## src/rtl/sipo_stream_pkg.sv

```systemverilog
// Shared types and helpers for the sipo_stream deserialiser.
// Holds the FSM state encoding, the bit-counter width rule and the even-parity helper.
package sipo_pkg;

    typedef enum logic [0:0] {
        COLLECT = 1'b0,
        PARITY  = 1'b1
    } sipo_state_e;

    // Widest word the parity helper covers; narrower words are zero-extended by the caller.
    localparam int PARITY_MAX_W = 64;

    function automatic int cnt_width(input int width);
        return $clog2(width + 1);
    endfunction

    function automatic logic even_parity(input logic [PARITY_MAX_W-1:0] word);
        return ^word;
    endfunction

endpackage

```

## src/rtl/sipo_stream_if.sv

```systemverilog
// Serial input and word-handshake bundle for sipo_stream.
// master is the deserialiser's view; slave is the producer/consumer view.
interface sipo_stream_if #(
    parameter int WIDTH = 8
);
    logic             data_in;
    logic             enable;
    logic             set_all_ones;
    logic             out_ready;
    logic [WIDTH-1:0] shift_out;
    logic [WIDTH-1:0] out_data;
    logic             out_valid;
    logic             overrun;
    logic             parity_err;

    modport master (
        input  data_in, enable, set_all_ones, out_ready,
        output shift_out, out_data, out_valid, overrun, parity_err
    );

    modport slave (
        output data_in, enable, set_all_ones, out_ready,
        input  shift_out, out_data, out_valid, overrun, parity_err
    );
endinterface

```

## src/rtl/sipo_bit_counter.sv

```systemverilog
// Counts accepted data bits 0..WIDTH-1 and pulses wrap on the WIDTH-th bit.
module sipo_bit_counter
    import sipo_pkg::*;
#(
    parameter int WIDTH = 8
) (
    input  logic clk,
    input  logic reset,
    input  logic clear,
    input  logic enable,
    output logic wrap
);
    localparam int CNT_W = cnt_width(WIDTH);
    localparam logic [CNT_W-1:0] LAST = CNT_W'(WIDTH - 1);

    logic [CNT_W-1:0] count_q, count_d;

    // wrap is combinational so the word completes on the same edge as its last bit
    always_comb begin
        wrap    = enable && !clear && (count_q == LAST);
        count_d = count_q;
        if (clear) begin
            count_d = '0;
        end else if (enable) begin
            count_d = wrap ? '0 : count_q + CNT_W'(1);
        end
    end

    always_ff @(posedge clk) begin
        if (reset) begin
            count_q <= '0;
        end else begin
            count_q <= count_d;
        end
    end
endmodule

```

## src/rtl/sipo_stream.sv

```systemverilog
// Serial-in/parallel-out deserialiser with a one-entry valid/ready holding register.
// Define SIPO_PARITY_EN to expect an even-parity bit after every WIDTH data bits.
module sipo_stream
    import sipo_pkg::*;
#(
    parameter int WIDTH     = 8,
    parameter bit LSB_FIRST = 1'b0
) (
    input  logic          clk,
    input  logic          reset,
    sipo_stream_if.master bus
);
    logic [WIDTH-1:0] shift_q, shift_d, shifted;
    logic [WIDTH-1:0] hold_q, hold_d, new_word;
    logic             valid_q, valid_d;
    logic             ovr_q, ovr_d;
    logic             complete, collecting, cnt_en, wrap;

`ifdef SIPO_PARITY_EN
    localparam logic [0:0] ST_COLLECT = COLLECT;
    localparam logic [0:0] ST_PARITY  = PARITY;

    logic [0:0] state_q, state_d;
    logic       perr_q, perr_d, new_perr;

    assign collecting = (state_q == ST_COLLECT);
`else
    assign collecting = 1'b1;
`endif

    // The parity bit is not a data bit, so the counter only advances while collecting
    assign cnt_en = bus.enable && !bus.set_all_ones && collecting;

    sipo_bit_counter #(.WIDTH(WIDTH)) u_cnt (
        .clk    (clk),
        .reset  (reset),
        .clear  (bus.set_all_ones),
        .enable (cnt_en),
        .wrap   (wrap)
    );

    always_comb begin
        if (LSB_FIRST) shifted = {bus.data_in, shift_q[WIDTH-1:1]};
        else           shifted = {shift_q[WIDTH-2:0], bus.data_in};
    end

    always_comb begin
        shift_d  = shift_q;
        hold_d   = hold_q;
        valid_d  = valid_q;
        ovr_d    = ovr_q;
        complete = 1'b0;
        new_word = shifted;
`ifdef SIPO_PARITY_EN
        state_d  = state_q;
        perr_d   = perr_q;
        new_perr = 1'b0;
`endif

        if (bus.set_all_ones) begin
            shift_d = '1;
`ifdef SIPO_PARITY_EN
            state_d = ST_COLLECT;
`endif
        end else if (bus.enable) begin
`ifdef SIPO_PARITY_EN
            if (state_q == ST_PARITY) begin
                complete = 1'b1;
                new_word = shift_q;
                new_perr = even_parity(PARITY_MAX_W'(shift_q)) ^ bus.data_in;
                state_d  = ST_COLLECT;
            end else begin
                shift_d = shifted;
                if (wrap) state_d = ST_PARITY;
            end
`else
            shift_d  = shifted;
            complete = wrap;
`endif
        end

        // A consumer taking the old word on this edge frees the slot for the new one
        if (complete) begin
            if (!valid_q || bus.out_ready) begin
                hold_d  = new_word;
                valid_d = 1'b1;
`ifdef SIPO_PARITY_EN
                perr_d  = new_perr;
`endif
            end else begin
                ovr_d = 1'b1;
            end
        end else if (valid_q && bus.out_ready) begin
            valid_d = 1'b0;
        end
    end

    always_ff @(posedge clk) begin
        if (reset) begin
            shift_q <= '0;
            hold_q  <= '0;
            valid_q <= 1'b0;
            ovr_q   <= 1'b0;
`ifdef SIPO_PARITY_EN
            state_q <= ST_COLLECT;
            perr_q  <= 1'b0;
`endif
        end else begin
            shift_q <= shift_d;
            hold_q  <= hold_d;
            valid_q <= valid_d;
            ovr_q   <= ovr_d;
`ifdef SIPO_PARITY_EN
            state_q <= state_d;
            perr_q  <= perr_d;
`endif
        end
    end

    assign bus.shift_out = shift_q;
    assign bus.out_data  = hold_q;
    assign bus.out_valid = valid_q;
    assign bus.overrun   = ovr_q;
`ifdef SIPO_PARITY_EN
    assign bus.parity_err = perr_q;
`else
    assign bus.parity_err = 1'b0;
`endif
endmodule

```

## src/flat_wrapper.sv

```systemverilog
// flat-port wrapper written by rule: the top's interface ports become plain ports
module sipo_stream_flat import sipo_pkg::*;
#(
    parameter int WIDTH     = 8,
    parameter bit LSB_FIRST = 1'b0
)
  (clk, reset, bus_data_in, bus_enable, bus_set_all_ones, bus_out_ready, bus_shift_out, bus_out_data, bus_out_valid, bus_overrun, bus_parity_err);
  sipo_stream_if #(.WIDTH(WIDTH)) bus_i ();
  input  logic clk;
  input  logic reset;
  input wire logic [$bits(bus_i.data_in)-1:0] bus_data_in;
  input wire logic [$bits(bus_i.enable)-1:0] bus_enable;
  input wire logic [$bits(bus_i.set_all_ones)-1:0] bus_set_all_ones;
  input wire logic [$bits(bus_i.out_ready)-1:0] bus_out_ready;
  output wire logic [$bits(bus_i.shift_out)-1:0] bus_shift_out;
  output wire logic [$bits(bus_i.out_data)-1:0] bus_out_data;
  output wire logic [$bits(bus_i.out_valid)-1:0] bus_out_valid;
  output wire logic [$bits(bus_i.overrun)-1:0] bus_overrun;
  output wire logic [$bits(bus_i.parity_err)-1:0] bus_parity_err;
  assign bus_i.data_in = bus_data_in;
  assign bus_i.enable = bus_enable;
  assign bus_i.set_all_ones = bus_set_all_ones;
  assign bus_i.out_ready = bus_out_ready;
  assign bus_shift_out = bus_i.shift_out;
  assign bus_out_data = bus_i.out_data;
  assign bus_out_valid = bus_i.out_valid;
  assign bus_overrun = bus_i.overrun;
  assign bus_parity_err = bus_i.parity_err;
  sipo_stream #(.WIDTH(WIDTH), .LSB_FIRST(LSB_FIRST)) u_core (.clk(clk), .reset(reset), .bus(bus_i));
endmodule
```

## config.mk

```make
export PLATFORM = sky130hd
export DESIGN_NAME = sipo_stream_flat
export DESIGN_NICKNAME = d
export VERILOG_FILES = /design/src/rtl/sipo_stream_pkg.sv /design/src/rtl/sipo_stream_if.sv /design/src/rtl/sipo_bit_counter.sv /design/src/rtl/sipo_stream.sv /design/src/flat_wrapper.sv
export SDC_FILE = /design/constraint.sdc
export NUM_CORES = 1
export LEC_CHECK = 0
export CAP_MARGIN = 20
export CORE_UTILIZATION = 42
export DETAILED_ROUTE_END_ITERATION = 7
export GPL_TIMING_DRIVEN = 0
export PLACE_DENSITY = 0.71
export SYNTH_ARGS = -nofsm -noshare
export SYNTH_HDL_FRONTEND = slang
export SYNTH_SLANG_ARGS = --single-unit
```

## constraint.sdc

```tcl
create_clock -name clk -period 1.5 [get_ports clk]
set_input_delay 0.15 -clock clk [delete_from_list [all_inputs] [get_ports clk]]
set_output_delay 0.15 -clock clk [all_outputs]
set_load 0.02 [all_outputs]
```

==> results.txt <==
----------------------------------------------------
[Status]
  Status ... complete, but fails checks
  Failing checks ... negative setup slack

[STA]
  Hold violation total from the final report ... 0
  Final setup fails ... 2
  RSZ-0062 raised after global routing ... yes
  Post-route clock skew ... 0.00790 ns
  Post-layout min period ... 1.50 ns
  Final Worst Setup Slack ... -0.00415 ns
  Period utilisation layout ... 100%
  Max-slew violation total from the final report ... 0
  Fmax ... 665 MHz

[Final layout]
  Final instance area ... 1320 sq um
  Area growth from synthesis to final layout ... 37.1%
  Count of non-filler cells in the finished layout ... 158
  Count of nets after finishing ... approximately 140
  Number of antenna diodes ... 0
  Layout cell share with drive strength beyond 1 ... between 10 and 15%

[Logic synthesis]
  Yosys warnings ... 0
  Unique masters post-synth ... 24
  Number of instances in the synthesized netlist ... 101
  Cell Area, Synth ... ~960 sq um
  Synth top area cells ... sky130_fd_sc_hd__dfxtp_1, sky130_fd_sc_hd__nand2b_1, sky130_fd_sc_hd__mux2i_1
  Synthesized Nets ... 108
  Register area share after synthesis ... between 40% and 50%
  Post-synth EDFFs ... 0
  Top_reg_cell synth ... sky130_fd_sc_hd__dfxtp_1
  Fraction of post-synthesis cell area in the top cell type by area ... 45.7%
  Number of storage elements in the synthesis netlist ... 22
  Synth Area per Inst ... about 9.6 sq um
  Leading area contributor after synthesis ... sky130_fd_sc_hd__dfxtp_1
  Share of synthesized flip-flops with an asynchronous set or reset ... 0%

[GRT]
  Total grt overflow ... 0
  Wire length of the first global-routing pass ... 3.31 mm
  Maximum number of pins on one net before global-route repair ... 13
  Number of antenna violations at the first check in global routing ... 0
  Combined global-route utilization of all metal layers ... 17.6%
  Via count of the first global-routing pass ... 747

[Clocking]
  Clock transition at the registers of the reported paths ... approximately 0.13 ns
  CTS buffer count ... 3
  Sinks on the clock net ... 22
  Clock tree from TritonCTS ... built
  Clock Tree Root ... sky130_fd_sc_hd__clkbuf_4
  CTS Buffer Depth ... 2
  Hold buffer count at CTS ... 0
  Clock H-tree levels ... 1
  Insertion delay to the later sink of the worst-skew pair ... 0.30 ns

[Pwr]
  Pleak ... 0.534 nW
  Power density normalized to cell area ... just over 800 nW/um^2
  Worst IR Drop VDD ... about 0.63 mV

[Worst setup path]
  Type of origin of the critical path ... flip-flop
  Critical path peak fanout ... 8
  Worst stage delay on the critical path ... about 0.38 ns
  Worst Path Arrival ... 1.74 ns
  Kind of end point of the critical path ... flip-flop
  Critical path class ... flip-flop to flip-flop
  CP required ... around 1.7 ns
  Critical R2R Capture ... u_core.bus.out_data[3]$_SDFFE_PP0P_
  CP cell instances ... ha_4 -> or3b_4 -> nor3b_2 -> buf_6 -> mux2i_1
  Crit-path slowest cell ... sky130_fd_sc_hd__dfxtp_2
  Worst setup startpoint ... u_core.u_cnt.count_q[0]$_SDFFE_PP0P_
  Register-to-register setup slack ... -0.004 ns
  Worst reg2reg path startpoint ... u_core.u_cnt.count_q[0]$_SDFFE_PP0P_
  Number of cell instances on the worst register-to-register path ... 5

[Floorplan]
  Floorplan core area ... just over 2000 sq um
  Initial Util ... 46.8%
  Std cell rows ... 16
  Count of pins on the block boundary ... 25
  Area of the die ... 2490 sq um
  Die boundary height ... 49.9 um
  Die X-Extent ... between 40 and 50 um

[Placed design]
  Count of port buffers added during placement ... 23
  Post-place instance area ... about 1200 sq um
  Gp weighted congestion ... 0.760
  Placed cell count ... approximately 150
  Final HPWL DP ... 1.38 mm

[Min path]
  Type of the tightest min-delay check ... primary input to flip-flop
  Worst hold path cell count ... 3
  Min-Delay Startpoint ... bus_data_in
  Worst hold path endpoint ... u_core.bus.out_data[0]$_SDFFE_PP0P_

[Routing]
  Remaining number of nets flagged by the antenna check after routing ... 0
  Overall routed net length ... a little under 2 mm
  Vias per cell ... 5.08
  DR pass1 iterations ... 4
  Drt wl/cell ... 12.5 um
  Via count ... approximately 800
  Iter 0 DRT Violations ... 5
  Drc violations ... 0

[Run]
  Number of maximum-capacitance violations ... 0

----------------------------------------------------
what timing repair did:
item / 4_1_cts / 5_1_grt
pin swaps: 2 / 0
buffers inserted: 2 / 1
setup endpoints to repair: 9 / 15
resized for setup: 4 / 8
gates cloned: 0 / 0
critical path: cells and delay by family, from the launching register on:
family / cells / cell delay [ns]
simple gates: 2 / 0.56
fa+ha+maj: 1 / 0.13
flops: 1 / 0.38
buf+inv: 1 / 0.18
mux: 1 / 0.19
registers in the layout (all words and copies together), names as in the netlist:
register / count
u_core.bus.out_data: 8
u_core.bus.shift_out: 8
u_core.bus.overrun: 1
u_core.u_cnt.count_q: 4
u_core.bus.out_valid: 1
synthesized netlist by cell type (all sizes together), types with 2 or more instances:
| master | n |
|---|---|
| dfxtp | 22 |
| nand2 | 3 |
| nand2b | 19 |
| nor2b | 9 |
| nor3 | 2 |
| mux2i | 9 |
| buf | 4 |
| clkbuf | 4 |
| a211oi | 10 |
| nor2 | 8 |
worst max-delay path by stage:
stage	slack, ns	depth (start not counted)	endpoint
4_1_cts	-0.03	5	u_core.bus.out_data[7]$_SDFFE_PP0P_
3_3_place_gp	-0.20	4	u_core.u_cnt.count_q[2]$_SDFFE_PP0P_
3_5_place_dp	-0.21	5	u_core.bus.out_data[7]$_SDFFE_PP0P_
5_1_grt	-0.09	5	u_core.bus.out_data[7]$_SDFFE_PP0P_
6_report	-0.004	5	u_core.bus.out_data[3]$_SDFFE_PP0P_
2_1_floorplan	0.02	5	u_core.bus.out_data[0]$_SDFFE_PP0P_
logic make-up after synthesis:
logic type / after synthesis / share of synthesized area [%]
buffers and inverters: 8 / 4.41
XOR/XNOR: 1 / 0.908
flip-flops: 22 / 45.7
AND/OR/NAND/NOR: 46 / 27.9
AO/OA/AOI/OAI: 13 / 10.1
other: 1 / 0.389
adder cells (fa/ha/maj): 1 / 1.30
multiplexers: 9 / 9.34
report_power, final:
| part | leakage (nW) | switching (mW) | internal [mW] |
|---|---|---|---|
| sequential | 0.181 | 0.0170 | 0.601 |
| combinational | 0.332 | 0.0727 | 0.0723 |
| clock | 0.0210 | 0.174 | 0.148 |
per-layer routing:
layer / GRT usage, % / wire, um
met1: 21.2 / 904
met4: 4.29 / 10
met3: 3.70 / 78
met2: 31.3 / 976
met5: 0 / 0
through the flow:
step / utilization, % / hold WS [ns] / power [mW] / setup WS, ns / setup TNS (ns)
2_1_floorplan: - / 0.276 / 0.713 / 0.0164 / 0
3_3_place_gp: 59.6 / 0.456 / 0.774 / -0.201 / -3.37
3_5_place_dp: 59.6 / 0.466 / 0.777 / -0.207 / -3.57
4_1_cts: 62.8 / 0.462 / 1.10 / -0.0299 / -0.116
5_1_grt: 64.1 / 0.469 / 1.14 / -0.0868 / -0.551
6_report: 64.1 / 0.458 / 1.08 / -0.00415 / -0.00767
layout make-up:
cell class / instances / area, sq um
fillers: 167 / 739
multi-input cells: 71 / 494
flip-flops and latches: 22 / 445
repair buffers: 26 / 270
plain buffers: 8 / 42.5
clock buffers: 4 / 36.3
well taps: 27 / 33.8
layout by cell type, fill, tap and decap left out, drive strengths merged:
master and count:
mux2i 9, buf 7, a21oi 1, nand4 1
o31ai 1, nand2b 19, a211oi 10, dfxtp 22
xor2 1, nand2 3, or3b 1, nor2 8
nor3b 1, conb 1, clkbuf 8, nor3 2
o21ai 1, ha 1, nor2b 9, or2 1
clkdlybuf4s50 16, dlymetal6s2s 7, or3 1
Note: power is estimated with default switching activity, not from simulation.
